<file path="src/rtl/nco_ctrl_pkg.sv">
`default_nettype none
// +----------------------------------------------------------------------------+
// | Module      : nco_ctrl_pkg                                                 |
// | Description : Shared types and default widths for the NCO sweep controller |
// | Revision    : 1.0                                                          |
// +----------------------------------------------------------------------------+
package nco_ctrl_pkg;

    localparam int C_TW_WIDTH_DEF    = 32;
    localparam int C_DWELL_WIDTH_DEF = 16;

    typedef enum logic [1:0] {
        IDLE    = 2'd0,
        DWELL   = 2'd1,
        ADVANCE = 2'd2
    } state_t;

    // Encoding 3 is reserved and decodes as SINGLE.
    typedef enum logic [1:0] {
        SINGLE = 2'd0,
        REPEAT = 2'd1,
        UPDOWN = 2'd2
    } mode_t;

endpackage
`default_nettype wire

</file>
<file path="src/rtl/axis_sweep_ctrl_if.sv">
`default_nettype none
// +----------------------------------------------------------------------------+
// | Module      : axis_sweep_ctrl_if                                           |
// | Description : AXI-Stream tuning-word channel towards the NCO               |
// | Revision    : 1.0                                                          |
// +----------------------------------------------------------------------------+
interface axis_sweep_ctrl_if
    import nco_ctrl_pkg::*;
#(
    parameter int TW_WIDTH = C_TW_WIDTH_DEF
) ();

    logic [TW_WIDTH-1:0] tdata;
    logic                tvalid;
    logic                tready;

    modport master (output tdata, output tvalid, input  tready);
    modport slave  (input  tdata, input  tvalid, output tready);

endinterface
`default_nettype wire

</file>
<file path="src/rtl/axis_sweep_dwell_cnt.sv">
`default_nettype none
// +----------------------------------------------------------------------------+
// | Module      : axis_sweep_dwell_cnt                                         |
// | Description : Loadable dwell down-counter with zero flag                   |
// | Revision    : 1.0                                                          |
// +----------------------------------------------------------------------------+
module axis_sweep_dwell_cnt #(
    parameter int WIDTH = 16
) (
    input  wire              aclk,
    input  wire              arst,
    input  wire              i_load,
    input  wire [WIDTH-1:0]  i_load_val,
    input  wire              i_en,
    output logic             o_zero
);

    logic [WIDTH-1:0] r_cnt;

    // Saturates at zero so a stray enable cannot wrap the count.
    always_ff @(posedge aclk or posedge arst) begin
        if (arst) begin
            r_cnt <= '0;
        end else if (i_load) begin
            r_cnt <= i_load_val;
        end else if (i_en && (r_cnt != '0)) begin
            r_cnt <= r_cnt - WIDTH'(1);
        end
    end

    assign o_zero = (r_cnt == '0);

endmodule
`default_nettype wire

</file>
<file path="src/rtl/axis_sweep_ctrl.sv">
`default_nettype none
// +----------------------------------------------------------------------------+
// | Module      : axis_sweep_ctrl                                              |
// | Description : Frequency-sweep sequencer driving NCO tuning words           |
// | Revision    : 1.0                                                          |
// +----------------------------------------------------------------------------+
module axis_sweep_ctrl
    import nco_ctrl_pkg::*;
#(
    parameter int TW_WIDTH    = C_TW_WIDTH_DEF,
    parameter int DWELL_WIDTH = C_DWELL_WIDTH_DEF
) (
    input  wire                    aclk,
    input  wire                    arst,
    input  wire [TW_WIDTH-1:0]     cfg_start_tw,
    input  wire [TW_WIDTH-1:0]     cfg_stop_tw,
    input  wire [TW_WIDTH-1:0]     cfg_step_tw,
    input  wire [DWELL_WIDTH-1:0]  cfg_dwell,
    input  wire [1:0]              cfg_mode,
    input  wire                    start,
    input  wire                    abort,
    axis_sweep_ctrl_if.master      m_axis_tw,
    output logic                   busy,
    output logic                   done,
    output logic [15:0]            step_idx
);

    state_t                 r_state, w_state_nxt;
    logic                   r_dir, w_dir_nxt;          // 1 = sweeping down
    logic [TW_WIDTH-1:0]    r_tdata, w_tdata_nxt;
    logic                   r_tvalid, w_tvalid_nxt;
    logic                   r_done, w_done_nxt;
    logic [15:0]            r_step_idx, w_step_idx_nxt;

    logic [TW_WIDTH-1:0]    r_sh_start, r_sh_stop, r_sh_step;
    logic [DWELL_WIDTH-1:0] r_sh_dwell;
    logic [1:0]             r_sh_mode;

    logic                   w_latch, w_emit;
    logic [TW_WIDTH-1:0]    w_emit_tw;
    logic                   w_cnt_load, w_cnt_en, w_cnt_zero;
    logic [DWELL_WIDTH-1:0] w_cnt_load_val, w_cfg_dwell_m1, w_sh_dwell_m1;
    logic [TW_WIDTH:0]      w_up_sum, w_dn_diff;
    logic                   w_up_ok, w_dn_ok;

    // Counter holds "beats remaining after this one", so dwell 0 and 1 coincide.
    assign w_cfg_dwell_m1 = (cfg_dwell  == '0) ? '0 : cfg_dwell  - DWELL_WIDTH'(1);
    assign w_sh_dwell_m1  = (r_sh_dwell == '0) ? '0 : r_sh_dwell - DWELL_WIDTH'(1);

    assign w_up_sum  = {1'b0, r_tdata} + {1'b0, r_sh_step};
    assign w_dn_diff = {1'b0, r_tdata} - {1'b0, r_sh_step};
    assign w_up_ok   = !w_up_sum[TW_WIDTH]  && (w_up_sum[TW_WIDTH-1:0]  <= r_sh_stop);
    assign w_dn_ok   = !w_dn_diff[TW_WIDTH] && (w_dn_diff[TW_WIDTH-1:0] >= r_sh_start);

    axis_sweep_dwell_cnt #(
        .WIDTH      (DWELL_WIDTH)
    ) u_dwell_cnt (
        .aclk       (aclk),
        .arst       (arst),
        .i_load     (w_cnt_load),
        .i_load_val (w_cnt_load_val),
        .i_en       (w_cnt_en),
        .o_zero     (w_cnt_zero)
    );

    always_comb begin
        w_state_nxt    = r_state;
        w_dir_nxt      = r_dir;
        w_tdata_nxt    = r_tdata;
        w_tvalid_nxt   = r_tvalid;
        w_done_nxt     = 1'b0;
        w_step_idx_nxt = r_step_idx;
        w_latch        = 1'b0;
        w_emit         = 1'b0;
        w_emit_tw      = r_tdata;
        w_cnt_load     = 1'b0;
        w_cnt_load_val = w_sh_dwell_m1;
        w_cnt_en       = 1'b0;

        if (abort) begin
            w_state_nxt  = IDLE;
            w_tdata_nxt  = '0;
            w_tvalid_nxt = 1'b0;
        end else begin
            case (r_state)
                IDLE: begin
                    if (start) begin
                        w_latch        = 1'b1;
                        w_tdata_nxt    = cfg_start_tw;
                        w_tvalid_nxt   = 1'b1;
                        w_step_idx_nxt = '0;
                        w_dir_nxt      = 1'b0;
                        w_cnt_load     = 1'b1;
                        w_cnt_load_val = w_cfg_dwell_m1;
                        w_state_nxt    = DWELL;
                    end
                end
                DWELL: begin
                    if (r_tvalid && m_axis_tw.tready) begin
                        if (w_cnt_zero) begin
                            w_state_nxt = ADVANCE;
                        end else begin
                            w_cnt_en = 1'b1;
                        end
                    end
                end
                ADVANCE: begin
                    if (!r_dir && w_up_ok) begin
                        w_emit    = 1'b1;
                        w_emit_tw = w_up_sum[TW_WIDTH-1:0];
                    end else if (r_dir || (r_sh_mode == UPDOWN)) begin
                        // Down leg, or up-down turning round at the top.
                        w_emit = 1'b1;
                        if (w_dn_ok) begin
                            w_dir_nxt = 1'b1;
                            w_emit_tw = w_dn_diff[TW_WIDTH-1:0];
                        end else begin
                            w_dir_nxt = 1'b0;
                            w_emit_tw = w_up_ok ? w_up_sum[TW_WIDTH-1:0] : r_tdata;
                        end
                    end else if (r_sh_mode == REPEAT) begin
                        w_emit    = 1'b1;
                        w_emit_tw = r_sh_start;
                    end else begin
                        w_state_nxt  = IDLE;
                        w_tdata_nxt  = '0;
                        w_tvalid_nxt = 1'b0;
                        w_done_nxt   = 1'b1;
                    end
                end
                default: begin
                    w_state_nxt  = IDLE;
                    w_tdata_nxt  = '0;
                    w_tvalid_nxt = 1'b0;
                end
            endcase
        end

        if (w_emit) begin
            w_state_nxt = DWELL;
            w_tdata_nxt = w_emit_tw;
            w_cnt_load  = 1'b1;
            if (w_emit_tw != r_tdata) begin
                w_step_idx_nxt = r_step_idx + 16'd1;
            end
        end
    end

    always_ff @(posedge aclk or posedge arst) begin
        if (arst) begin
            r_state    <= IDLE;
            r_dir      <= 1'b0;
            r_tdata    <= '0;
            r_tvalid   <= 1'b0;
            r_done     <= 1'b0;
            r_step_idx <= '0;
            r_sh_start <= '0;
            r_sh_stop  <= '0;
            r_sh_step  <= '0;
            r_sh_dwell <= '0;
            r_sh_mode  <= '0;
        end else begin
            r_state    <= w_state_nxt;
            r_dir      <= w_dir_nxt;
            r_tdata    <= w_tdata_nxt;
            r_tvalid   <= w_tvalid_nxt;
            r_done     <= w_done_nxt;
            r_step_idx <= w_step_idx_nxt;
            if (w_latch) begin
                r_sh_start <= cfg_start_tw;
                r_sh_stop  <= cfg_stop_tw;
                r_sh_step  <= cfg_step_tw;
                r_sh_dwell <= cfg_dwell;
                r_sh_mode  <= cfg_mode;
            end
        end
    end

    assign m_axis_tw.tdata  = r_tdata;
    assign m_axis_tw.tvalid = r_tvalid;
    assign busy             = (r_state != IDLE);
    assign done             = r_done;
    assign step_idx         = r_step_idx;

endmodule
`default_nettype wire
</file>
<file path="src/flat_wrapper.sv">
// flat-port wrapper written by rule: the top's interface ports become plain ports
module axis_sweep_ctrl_flat import nco_ctrl_pkg::*;
#(
    parameter int TW_WIDTH    = C_TW_WIDTH_DEF,
    parameter int DWELL_WIDTH = C_DWELL_WIDTH_DEF
)
  (aclk, arst, cfg_start_tw, cfg_stop_tw, cfg_step_tw, cfg_dwell, cfg_mode, start, abort, busy, done, step_idx, m_axis_tw_tdata, m_axis_tw_tvalid, m_axis_tw_tready);
  axis_sweep_ctrl_if #(.TW_WIDTH(TW_WIDTH)) m_axis_tw_i ();
  input  wire aclk;
  input  wire arst;
  input  wire [TW_WIDTH-1:0] cfg_start_tw;
  input  wire [TW_WIDTH-1:0] cfg_stop_tw;
  input  wire [TW_WIDTH-1:0] cfg_step_tw;
  input  wire [DWELL_WIDTH-1:0] cfg_dwell;
  input  wire [1:0] cfg_mode;
  input  wire start;
  input  wire abort;
  output logic busy;
  output logic done;
  output logic [15:0] step_idx;
  output wire logic [$bits(m_axis_tw_i.tdata)-1:0] m_axis_tw_tdata;
  output wire logic [$bits(m_axis_tw_i.tvalid)-1:0] m_axis_tw_tvalid;
  input wire logic [$bits(m_axis_tw_i.tready)-1:0] m_axis_tw_tready;
  assign m_axis_tw_tdata = m_axis_tw_i.tdata;
  assign m_axis_tw_tvalid = m_axis_tw_i.tvalid;
  assign m_axis_tw_i.tready = m_axis_tw_tready;
  axis_sweep_ctrl #(.TW_WIDTH(TW_WIDTH), .DWELL_WIDTH(DWELL_WIDTH)) u_core (.aclk(aclk), .arst(arst), .cfg_start_tw(cfg_start_tw), .cfg_stop_tw(cfg_stop_tw), .cfg_step_tw(cfg_step_tw), .cfg_dwell(cfg_dwell), .cfg_mode(cfg_mode), .start(start), .abort(abort), .m_axis_tw(m_axis_tw_i), .busy(busy), .done(done), .step_idx(step_idx));
endmodule
</file>
<file path="config.mk">
export PLATFORM = sky130hd
export DESIGN_NAME = axis_sweep_ctrl_flat
export DESIGN_NICKNAME = d
export VERILOG_FILES = /design/src/rtl/nco_ctrl_pkg.sv /design/src/rtl/axis_sweep_ctrl_if.sv /design/src/rtl/axis_sweep_dwell_cnt.sv /design/src/rtl/axis_sweep_ctrl.sv /design/src/flat_wrapper.sv
export SDC_FILE = /design/constraint.sdc
export NUM_CORES = 1
export LEC_CHECK = 0
export CORE_MARGIN = 4
export CORE_UTILIZATION = 59
export DETAILED_ROUTE_END_ITERATION = 8
export MAX_ROUTING_LAYER = met4
export PLACE_DENSITY = 0.86
export SLEW_MARGIN = 20
export SYNTH_ARGS = -nofsm -noshare
export SYNTH_HDL_FRONTEND = slang
export SYNTH_SLANG_ARGS = --single-unit
export TNS_END_PERCENT = 50
</file>
<file path="constraint.sdc">
create_clock -name aclk -period 8 [get_ports aclk]
set_clock_uncertainty 0.15 [all_clocks]
set_input_delay 1.2 -clock aclk [delete_from_list [all_inputs] [get_ports aclk]]
set_output_delay 1.2 -clock aclk [all_outputs]
set_load 0.005 [all_outputs]
</file>
After elaboration in Yosys (flattened, before gate mapping). Cells that the tools add are included.

Register bits: 183. Input port bits: 119. Logic and storage cells: 126. Output and inout port bits: 51.

Bitwise gates (word level): 1. Add/sub/neg operators: 6. Reduce and logical (&&, ||, !) cells: 21. Magnitude comparators: 2. Equal/unequal tests: 20. Multiplexer cells: 64.

Operator list (count): 32-bit two-way mux (13); 16-bit two-way mux (12); 32-bit one-hot mux with 3 select lines (1); 16-bit zero test (3); 16-bit by 1-bit subtractor with 16-bit output (second input constant) (3); 32-bit by 32-bit adder with 33-bit output (1); 32-bit by 32-bit subtractor with 33-bit output (1); 32-bit greater-or-equal comparator (1); 32-bit less-or-equal comparator (1); 32-bit != test (1); 1-bit two-way mux (27); 4-bit by 3-bit != test with 1-bit output (second input constant) (5); 16-bit by 1-bit adder with 16-bit output (second input constant) (1); 2-bit two-way mux (8); 16-bit nonzero test (1); 5-bit AND reduction (3); 3-bit != test (second input constant) (4); 2-bit != test (second input constant) (3); 2-bit one-hot mux with 3 select lines (1); 6-bit AND reduction (1); 2-bit nonzero test (3); 1-bit logical AND (5); 2-bit by 1-bit equality test with 1-bit output (second input constant) (2); 2-bit equality test (second input constant) (2); other kinds (9) (11).

Depth between registers and ports, before layout. Gate-level depths: netlist (run 1).

Word-level depth: 12. Gate-level depth with buffers: 32. Depth with buffers taken out: 26.

Modules after synthesis. Synthesis (run 1) repeated with hierarchy kept, for this count alone.

Cells, all modules: 2176. Area, all modules: 16444.5 sq um.

By module, submodules not included: axis_sweep_ctrl (cells an instance 2050, seq. area each 4179.0 sq um, area an instance 15369.7 sq um, instances 1); axis_sweep_dwell_cnt (cells an instance 126, seq. area each 400.4 sq um, area an instance 1074.8 sq um, instances 1).

Worst setup path before layout (run 1). OpenSTA, ideal clock, no wires.

Path type: flip-flop to flip-flop. Start point: reg u_core.r_tdata[20], in the netlist u_core.m_axis_tw.tdata[20]. End point: reg u_core.r_step_idx[10], in the netlist u_core.step_idx[10]. Period minus slack after synthesis: 6.177 ns. Arrival time: 5.962 ns. Cell stages (with the launch flop): 28. Path buffers: 5. Slack: 1.823 ns. Library setup time: 0.066 ns. Cells stage by stage: dfrtp_1 ha_1 buf_1 nor4_1 nand4_1 a2111oi_0 o21ai_0 and3_1 nor2_1 inv_1 ha_1 nand4_1 or2_2 or3_1 o2111a_1 buf_2 buf_2 nand3_1 nor3_1 a2111oi_2 nand4_1 nor4b_1 nand4_1 nor2_4 and2_1 buf_6 buf_8 a31o_1.

Word-level cells in the longest chain between the ends: 12. Elaborated cells between the ends (all ways): 22. Classes of those cells: add/sub: 2; order compare: 2; eq/ne: 1; mux: 12; reduce/logical: 5.

RTL lines: start: declaration (RTL line axis_sweep_ctrl.sv:30) `logic [TW_WIDTH-1:0] r_tdata, w_tdata_nxt;`; start signal: assignment (RTL line axis_sweep_ctrl.sv:165) `r_tdata <= w_tdata_nxt;`; 32-bit by 32-bit adder with 33-bit output (RTL line axis_sweep_ctrl.sv:50) `assign w_up_sum = {1'b0, r_tdata} + {1'b0, r_sh_step};`; 32-bit less-or-equal comparator / 1-bit zero test (equally long branches) (RTL line axis_sweep_ctrl.sv:52) `assign w_up_ok = !w_up_sum[TW_WIDTH] && (w_up_sum[TW_WIDTH-1:0] <= r_sh_stop);`; 1-bit logical AND (RTL line axis_sweep_ctrl.sv:52); 32-bit two-way mux (RTL line axis_sweep_ctrl.sv:119) `w_emit_tw = w_up_ok ? w_up_sum[TW_WIDTH-1:0] : r_tdata;`; 32-bit two-way mux (RTL line axis_sweep_ctrl.sv:114) `if (w_dn_ok) begin`; 32-bit two-way mux (RTL line axis_sweep_ctrl.sv:111) `end else if (r_dir || (r_sh_mode == UPDOWN)) begin`; 32-bit two-way mux (RTL line axis_sweep_ctrl.sv:108) `if (!r_dir && w_up_ok) begin`; 32-bit two-way mux (RTL line axis_sweep_ctrl.sv:85) `case (r_state)`; 32-bit two-way mux (RTL line axis_sweep_ctrl.sv:80) `if (abort) begin`; 32-bit != test (RTL line axis_sweep_ctrl.sv:143) `if (w_emit_tw != r_tdata) begin`; 16-bit two-way mux (RTL line axis_sweep_ctrl.sv:143); 16-bit two-way mux * (RTL line axis_sweep_ctrl.sv:139) `if (w_emit) begin`; net u_core.w_step_idx_nxt[10] (RTL line axis_sweep_ctrl.sv:33) `logic [15:0] r_step_idx, w_step_idx_nxt;`; end signal: assignment (RTL line axis_sweep_ctrl.sv:168) `r_step_idx <= w_step_idx_nxt;`; end: declaration (RTL line axis_sweep_ctrl.sv:33).

The timed path passes the listed nets; every way through them passes the cells marked *. A chain may end at the register's enable or synchronous reset.

Worst setup path after layout (run 1).
Start point: reg u_core.r_tdata[2], in the netlist u_core.m_axis_tw.tdata[2]. End point: reg u_core.r_step_idx[7], in the netlist u_core.step_idx[7].

Same word-level chain as after synthesis.

==> results of run 1 <==
## registers in the layout, summed over array words and instances (netlist names), 16 cells and up
register	cells
u_core.m_axis_tw.tdata	32
u_core.r_sh_start	32
u_core.r_sh_step	32
u_core.r_sh_stop	32
u_core.r_sh_dwell	16
u_core.step_idx	16
u_core.u_dwell_cnt.r_cnt	16
## layer usage
layer,global-route usage (%),routed length [um],up-vias
met1,59.3,27600,9313
met5,-,0,-
li1,-,-,8581
met4,21.1,4320,0
met2,67.8,31200,1590
met3,12.7,9680,347
## final cells by class
class / instances / share of cell area (%)
antenna: 1 / 0.0122
clock inverter: 12 / 0.647
tap: 384 / 2.34
inverter: 150 / 2.78
sequential: 183 / 22.3
clock buffer: 20 / 2.23
multi-input combinational: 1796 / 56.1
timing repair buffer: 305 / 13.5
## timing repair
| item | 4_1_cts | 5_1_grt |
|---|---|---|
| buffers inserted | 0 | 0 |
| setup endpoints to repair | 0 | 16 |
| resized for setup | 0 | 9 |
## where the power goes
part           internal [uW]  switching [uW]  total [uW]
clock                    457             435         892
combinational           2620            4840        7460
sequential              1240             279        1520
total                   4320            5550        9870
## stage by stage
step / setup WS [ns] / util (%) / hold WS [ns] / setup TNS, ns
finish: 0.262 / 71.4 / 0.382 / 0
detailed placement: 0.344 / 69.2 / 0.352 / 0
CTS: 0.308 / 71.2 / 0.376 / 0
global route: -0.0100 / 71.4 / 0.402 / -0.0220
floorplan: 1.68 / - / 0.302 / 0
global placement: 0.503 / 69.2 / 0.337 / 0
## how the worst max path moves through the flow
stage | from | endpoint | slack, ns | depth (start not counted)
after floorplan | arst | u_core.done | 1.68 | 1
after global placement | u_core.m_axis_tw.tdata[18] | u_core.step_idx[6] | 0.50 | 27
after detailed placement | u_core.m_axis_tw.tdata[18] | u_core.step_idx[6] | 0.34 | 27
after CTS | u_core.m_axis_tw.tdata[18] | u_core.step_idx[7] | 0.31 | 27
after global routing | u_core.m_axis_tw.tdata[7] | u_core.step_idx[6] | -0.01 | 25
final | u_core.m_axis_tw.tdata[2] | u_core.step_idx[7] | 0.26 | 26
## worst max-delay path, stage by stage, from the launching register on
cell and delay [ns]:
sky130_fd_sc_hd__dfrtp_1 0.51, sky130_fd_sc_hd__ha_1 0.55, sky130_fd_sc_hd__nor2_1 0.16, sky130_fd_sc_hd__o311ai_4 0.46, sky130_fd_sc_hd__a21oi_2 0.22, sky130_fd_sc_hd__o311ai_4 0.46, sky130_fd_sc_hd__a21oi_1 0.12, sky130_fd_sc_hd__o21ai_0 0.33
sky130_fd_sc_hd__xnor2_2 0.26, sky130_fd_sc_hd__inv_1 0.10, sky130_fd_sc_hd__ha_1 0.34, sky130_fd_sc_hd__nand4_1 0.16, sky130_fd_sc_hd__nor4_2 0.37, sky130_fd_sc_hd__and2_1 0.20, sky130_fd_sc_hd__or3_1 0.15, sky130_fd_sc_hd__o2111a_1 0.22
sky130_fd_sc_hd__buf_4 0.29, sky130_fd_sc_hd__nand3_2 0.30, sky130_fd_sc_hd__a32oi_1 0.28, sky130_fd_sc_hd__a21boi_1 0.30, sky130_fd_sc_hd__buf_4 0.17, sky130_fd_sc_hd__o2111ai_1 0.13, sky130_fd_sc_hd__or4_4 0.56, sky130_fd_sc_hd__nor2_4 0.27
sky130_fd_sc_hd__buf_4 0.25, sky130_fd_sc_hd__a22oi_1 0.10, sky130_fd_sc_hd__a31o_1 0.21
## cell families (layout without fill, tap and decap cells)
| group | Yosys count | in the layout |
|---|---|---|
| xor gates and xnor gates | 88 | 88 |
| AOI/OAI and AO/OA | 762 | 762 |
| adders and majority gates | 134 | 134 |
| buffers and inverters | 268 | 487 |
| and+or+nand+nor | 804 | 804 |
| DFF | 183 | 183 |
| other | 0 | 1 |
| muxes | 8 | 8 |
## placed cells by master (no fill, tap or decap), types with 8 or more instances in the layout
master / count
sky130_fd_sc_hd__o21a_1: 26
sky130_fd_sc_hd__clkdlybuf4s50_1: 169
sky130_fd_sc_hd__dfrtp_1: 183
sky130_fd_sc_hd__a21oi_1: 190
sky130_fd_sc_hd__o21ai_1: 13
sky130_fd_sc_hd__o31ai_1: 23
sky130_fd_sc_hd__or2_2: 13
sky130_fd_sc_hd__a31o_2: 11
sky130_fd_sc_hd__or3_1: 19
sky130_fd_sc_hd__o211ai_1: 30
sky130_fd_sc_hd__a211oi_1: 37
sky130_fd_sc_hd__nand3_1: 45
sky130_fd_sc_hd__and2_1: 9
sky130_fd_sc_hd__nor2_1: 174
sky130_fd_sc_hd__a31oi_1: 16
sky130_fd_sc_hd__xnor2_1: 64
sky130_fd_sc_hd__o22ai_1: 21
sky130_fd_sc_hd__a22oi_1: 31
sky130_fd_sc_hd__nand4_1: 31
sky130_fd_sc_hd__nand2b_1: 37
sky130_fd_sc_hd__and3_1: 21
sky130_fd_sc_hd__ha_1: 132
sky130_fd_sc_hd__buf_4: 130
sky130_fd_sc_hd__nor4_1: 26
sky130_fd_sc_hd__clkbuf_16: 17
sky130_fd_sc_hd__xor2_1: 23
sky130_fd_sc_hd__a21o_1: 18
sky130_fd_sc_hd__nand2_1: 315
sky130_fd_sc_hd__nor2b_1: 16
sky130_fd_sc_hd__nor3_1: 53
sky130_fd_sc_hd__o2111ai_1: 16
sky130_fd_sc_hd__a2111oi_0: 12
sky130_fd_sc_hd__inv_1: 147
sky130_fd_sc_hd__o21ai_0: 185
sky130_fd_sc_hd__a211o_1: 10
sky130_fd_sc_hd__a31o_1: 8
==> reports/summary.md, run 1 <==
- 26 — depth of the worst register-to-register path
- 0.26 ns — reg-to-reg slack, setup
- 11500 sq um — multi-input combinational cell area
- 4 — number of levels the H-tree was split into
- 109000 um — wire length of the first global-routing pass
- 4.50% — Post-Synth XOR/XNOR Area
- 0.48 ns — clock latency reported for the late side of the worst-skew pair
- flop — endpoint kind of the worst setup timing path
- 100% — fraction of registers with async set or reset after synthesis
- reg -> reg — kind of path behind the tightest hold check
- 17 — CTS Buf Count
- 1.09 — gp weighted congestion
- 183 — number of sinks handled by clock tree synthesis
- compound AO/OA/AOI/OAI gates — largest family of logic cells by synthesized area
- 170 — io pins
- 0 — number of pins exceeding their max-slew limit in the final report
- reg -> reg — class of the most critical setup path
- 0 — drt drc
- flop — startpoint types
- 26.7% — area share of the leading cell type in the synthesized netlist
- 2817 — number of cells in the design after placement
- 26.7% — sequential element share of the synthesized area
- sky130_fd_sc_hd__dfrtp_1 (27%), sky130_fd_sc_hd__ha_1 (9.6%), sky130_fd_sc_hd__nand2_1 (6.9%) — Synth area leaders
- 298 uV — VDD IR-drop max
- 59.6% — Initial Util
- 116 — maximum number of pins on one net before global-route repair
- 96.7% — crit share post-route
- 9870 uW — total chip power
- 31800 sq um — full die area
- 178 um — vertical die dimension
- u_core.r_sh_dwell[5] — worst hold path startpoint
- 9.81% — share of cells above drive strength 1
- 1 — number of antenna violations at the first check in global routing
- 29.7% — synthesized-area fraction occupied by ao, oa, aoi and oai cells
- sky130_fd_sc_hd__dfrtp_1 — dominant synthesized flop cell
- 20500 sq um — final instance area
- 7.74 ns — Period minus WS final
- 28700 sq um — core footprint
- sky130_fd_sc_hd__nand2_1 (315), sky130_fd_sc_hd__a21oi_1 (191), sky130_fd_sc_hd__o21ai_0 (186) — top cell types by occurrence after synthesis
- 0 — overflow left after global routing
- 27.4% — slew margin rel.
- 72900 um — post-detailed-routing wire length
- 2 — number of cells traversed by the worst hold path
- 3043 — Iteration-0 DRC Markers
- 169 — port bufs
- 2851 — final cell count without fillers
- 16 — crit-path max FO
- 0.00868 uW — leak pwr
- 17100 sq um — synthesized area
- yes — TritonCTS clock tree
- 7.62 sq um — post-synthesis area per instance
- 2253 — number of inserted filler cells in the final layout
- 0.490% — portion of netlist area occupied by mux cells
- u_core.r_sh_dwell[5] — hold-critical path endpoint
- u_core.step_idx[7] — worst reg2reg path endpoint
- 62 — count of standard-cell rows
- sky130_fd_sc_hd__nand2_1 — dominant cell by count in the synthesized netlist
- 19800 sq um — DP Area
- 0 — Setup Viol. Count Final
- 183 — register bit count reported by yosys
- 0 — Max-cap violations
- 8.21 ns — required time reported for the critical path endpoint
- 7 — Pre-antenna DRT Iters
- 102 — Cell variety after synth
- u_core.m_axis_tw.tdata[2] — launch point of the worst reg-to-reg path
- 9.88% — area share of fa/ha/maj cells after synthesis
- 7.94 ns — arrival time of data at the critical path endpoint
- 2247 — synthesized netlist cell count
- 0 — number of hold violations in the final report
- 0 — hold buffer count at CTS
- 19.7% — area grow syn2layout
- sky130_fd_sc_hd__dfrtp_1 — Yosys top cell by area
- 2706 — number of nets in the final layout
- 25.6 um — wire length per cell after detailed routing
- 2500 — syn_nets
- 0 — Yosys warning total
- 4580 sq um — area taken by flip-flops and latches
- completed — outcome
- sky130_fd_sc_hd__clkbuf_16 — root buffer cell
- 0.129 GHz — Highest Clock Rate
- 1.08 ns — transition time at the pin with the least slew margin
- 19800 — total vias in the final route
- 0.07 ns — Clock transition at path regs
- 178 um — die width
- 55000 um — detailed placement HPWL
- 2 — maximum number of buffers from clock root to sink
- 6.96 — via density per instance
- 0 — ANT nets after route
- 22.1% — Post-Synth Simple-Gate Area
- 482 nW/um^2 — Pwr Density
- 0 — number of enable flip-flop cells after synthesis
- 46.1% — Total GRT Usage
- 18700 — vias in the first global route
No activity file was read; power rests on OpenSTA's default activity.
==> run 2: changes to the inputs <==
--- a/config.mk
+++ b/config.mk
@@ -12,3 +12,2 @@
 export PLACE_DENSITY = 0.86
-export SLEW_MARGIN = 20
 export SYNTH_ARGS = -nofsm -noshare
--- a/constraint.sdc
+++ b/constraint.sdc
@@ -4,2 +4,2 @@
 set_output_delay 1.2 -clock aclk [all_outputs]
-set_load 0.005 [all_outputs]
+set_load 0.1 [all_outputs]
==> reports/summary.md, run 2 (synthesis gave the netlist of run 1 again) <==
- completed — outcome, unchanged
- 6.95 — via density per instance, was 6.96
- 4 — number of levels the H-tree was split into, unchanged
- sky130_fd_sc_hd__nand2_1 — most common cell after layout, fill and taps aside, unchanged
- 0.82 ns — worst stage delay on the critical path, was 0.56 ns
- 0 ns — aggregate negative setup slack, unchanged
- 1 — number of antenna violations at the first check in global routing, unchanged
- 16 — crit-path max FO, unchanged
- false — setup repair after global routing missed its margin
- 0 — drt drc, unchanged
- reg -> reg — class of the most critical setup path, unchanged
- 2870 — final cell count without fillers, was 2851
- flop — startpoint types, unchanged
- 0.115 ns — setup ws final, was 0.262 ns
- 0 — Setup Viol. Count Final, unchanged
- flop — endpoint kind of the worst setup timing path, unchanged
- 8 — Pre-antenna DRT Iters, was 7
- 17 — CTS Buf Count, unchanged
- 111000 um — wire length of the first global-routing pass, was 109000 um
- 178 um — die width, unchanged
- 0.48 ns — clock latency reported for the late side of the worst-skew pair, about the same
- 178 um — vertical die dimension, unchanged
- 25.9 um — wire length per cell after detailed routing, was 25.6 um
- 170 — io pins, unchanged
- yes — TritonCTS clock tree, unchanged
- 46.9% — Total GRT Usage, was 46.1%
- 0 — number of hold violations in the final report, unchanged
- 19900 — total vias in the final route, was 19800
- 98.6% — crit share post-route, was 96.7%
- 3162 — Iteration-0 DRC Markers, was 3043
- 19000 — vias in the first global route, was 18700
- 0.127 GHz — Highest Clock Rate, was 0.129 GHz
- 10.3% — share of cells above drive strength 1, was 9.81%
- 74300 um — post-detailed-routing wire length, was 72900 um
- 8.10 ns — arrival time of data at the critical path endpoint, was 7.94 ns
- 0 — Max-cap violations, unchanged
- 0 — number of pins exceeding their max-slew limit in the final report, unchanged
- 28700 sq um — core footprint, unchanged
- sky130_fd_sc_hd__a2111oi_0 — CP max-delay cell, was sky130_fd_sc_hd__or4_4
- 71.6% — post-layout util, was 71.4%
- 2726 — number of nets in the final layout, was 2706
- 1.18 ns — transition time at the pin with the least slew margin, was 1.08 ns
- 62 — count of standard-cell rows, unchanged
- 8.21 ns — required time reported for the critical path endpoint, about the same
- 169 — port bufs, unchanged
- 0 — overflow left after global routing, unchanged
- 0.00875 uW — leak pwr, was 0.00868 uW
- 0.07 ns — Clock transition at path regs, about the same
- 20.1% — area grow syn2layout, was 19.7%
- 505 nW/um^2 — Pwr Density, was 482 nW/um^2
- 21.1% — slew margin rel., was 27.4%
- 0 — ANT nets after route, unchanged
- 0.337 ns — pre-CTS WS, was 0.344 ns
- 7.88 ns — Period minus WS final, was 7.74 ns
- 31800 sq um — full die area, unchanged
- 394 uV — VDD IR-drop max, was 298 uV
- 2 — maximum number of buffers from clock root to sink, unchanged
- 2836 — number of cells in the design after placement, was 2817
- 1.15 — gp weighted congestion, was 1.09
- sky130_fd_sc_hd__clkbuf_16 — root buffer cell, unchanged
- sky130_fd_sc_hd__nand2_1 (315), sky130_fd_sc_hd__a21oi_1 (190), sky130_fd_sc_hd__o21ai_0 (185) — leading cell types in the layout, fill and taps excluded, unchanged
- 115 — maximum number of pins on one net before global-route repair, was 116
- reg -> reg — kind of path behind the tightest hold check, unchanged
- 183 — number of sinks handled by clock tree synthesis, unchanged
- 59.6% — Initial Util, unchanged
- 56500 um — detailed placement HPWL, was 55000 um
run 2: cell count changes in the layout (fill, tap and decap cells not counted), sizes merged:
cell and change:
bufinv -1, clkinv +2, buf +20, inv -2
run 2: power breakdown:
group	leakage (uW)	total, uW	switching [uW]	internal [uW]
Combinational	0.00619	8010	5290	2720
Clock	0.000260	830	420	410
Sequential	0.00229	1550	306	1240
run 2: area by class of cell:
| type | instances | area (sq um) |
|---|---|---|
| multi-input combinational | 1796 | 11500 |
| fill | 2221 | 8140 |
| timing repair buffer | 325 | 2930 |
| inverter | 150 | 571 |
| antenna | 1 | 2.50 |
| tap | 384 | 480 |
| clock inverter | 11 | 88.8 |
| clock buffer | 20 | 447 |
| sequential | 183 | 4580 |
run 2: critical path, delay by kind of cell, from the launching register on:
family / cells / cell delay, ns
AO/OA/AOI/OAI: 14 / 4.54
AND/OR/NAND/NOR: 7 / 1.19
adder cells (fa/ha/maj): 2 / 0.79
buffers and inverters: 3 / 0.58
flip-flops: 1 / 0.50
run 2: stage by stage:
stage | power, uW | area, sq um | hold slack (ns)
floorplan | 6250 | 17100 | 0.302
global placement | 8860 | 20000 | 0.339
detailed placement | 9020 | 20000 | 0.356
CTS | 9930 | 20500 | 0.388
global route | 10800 | 20600 | 0.409
finish | 10400 | 20600 | 0.394
run 2: what timing repair did:
action | in CTS | in global routing
resized for setup | 0 | 5
setup buffers | 0 | 2
setup endpoints to repair | 0 | 16
hold buffers | 0 | 0
endpoints found under the hold margin | 0 | 0
run 2: worst paths after layout:
| check | startpoint | to | slack (ns) | cells after the start |
|---|---|---|---|---|
| min reg2reg | u_core.r_sh_dwell[14] | u_core.r_sh_dwell[14] | 0.39 | 2 |
| min | u_core.r_sh_dwell[14] | u_core.r_sh_dwell[14] | 0.39 | 2 |
| max in group asynchronous | arst | u_core.r_sh_step[22] | 5.13 | 3 |
| max | u_core.m_axis_tw.tdata[2] | u_core.step_idx[5] | 0.12 | 26 |
| min in group asynchronous | arst | u_core.r_sh_stop[3] | 1.07 | 2 |
| max reg2reg | u_core.m_axis_tw.tdata[2] | u_core.step_idx[5] | 0.12 | 26 |
run 2: metal layers:
layer | GRT usage [%] | share of wire, % | vias up
li1 | - | - | 8594
met1 | 59.6 | 37 | 9328
met2 | 68.1 | 42 | 1624
met3 | 13.2 | 14 | 401
met4 | 24.4 | 6.8 | 0
met5 | - | 0 | -
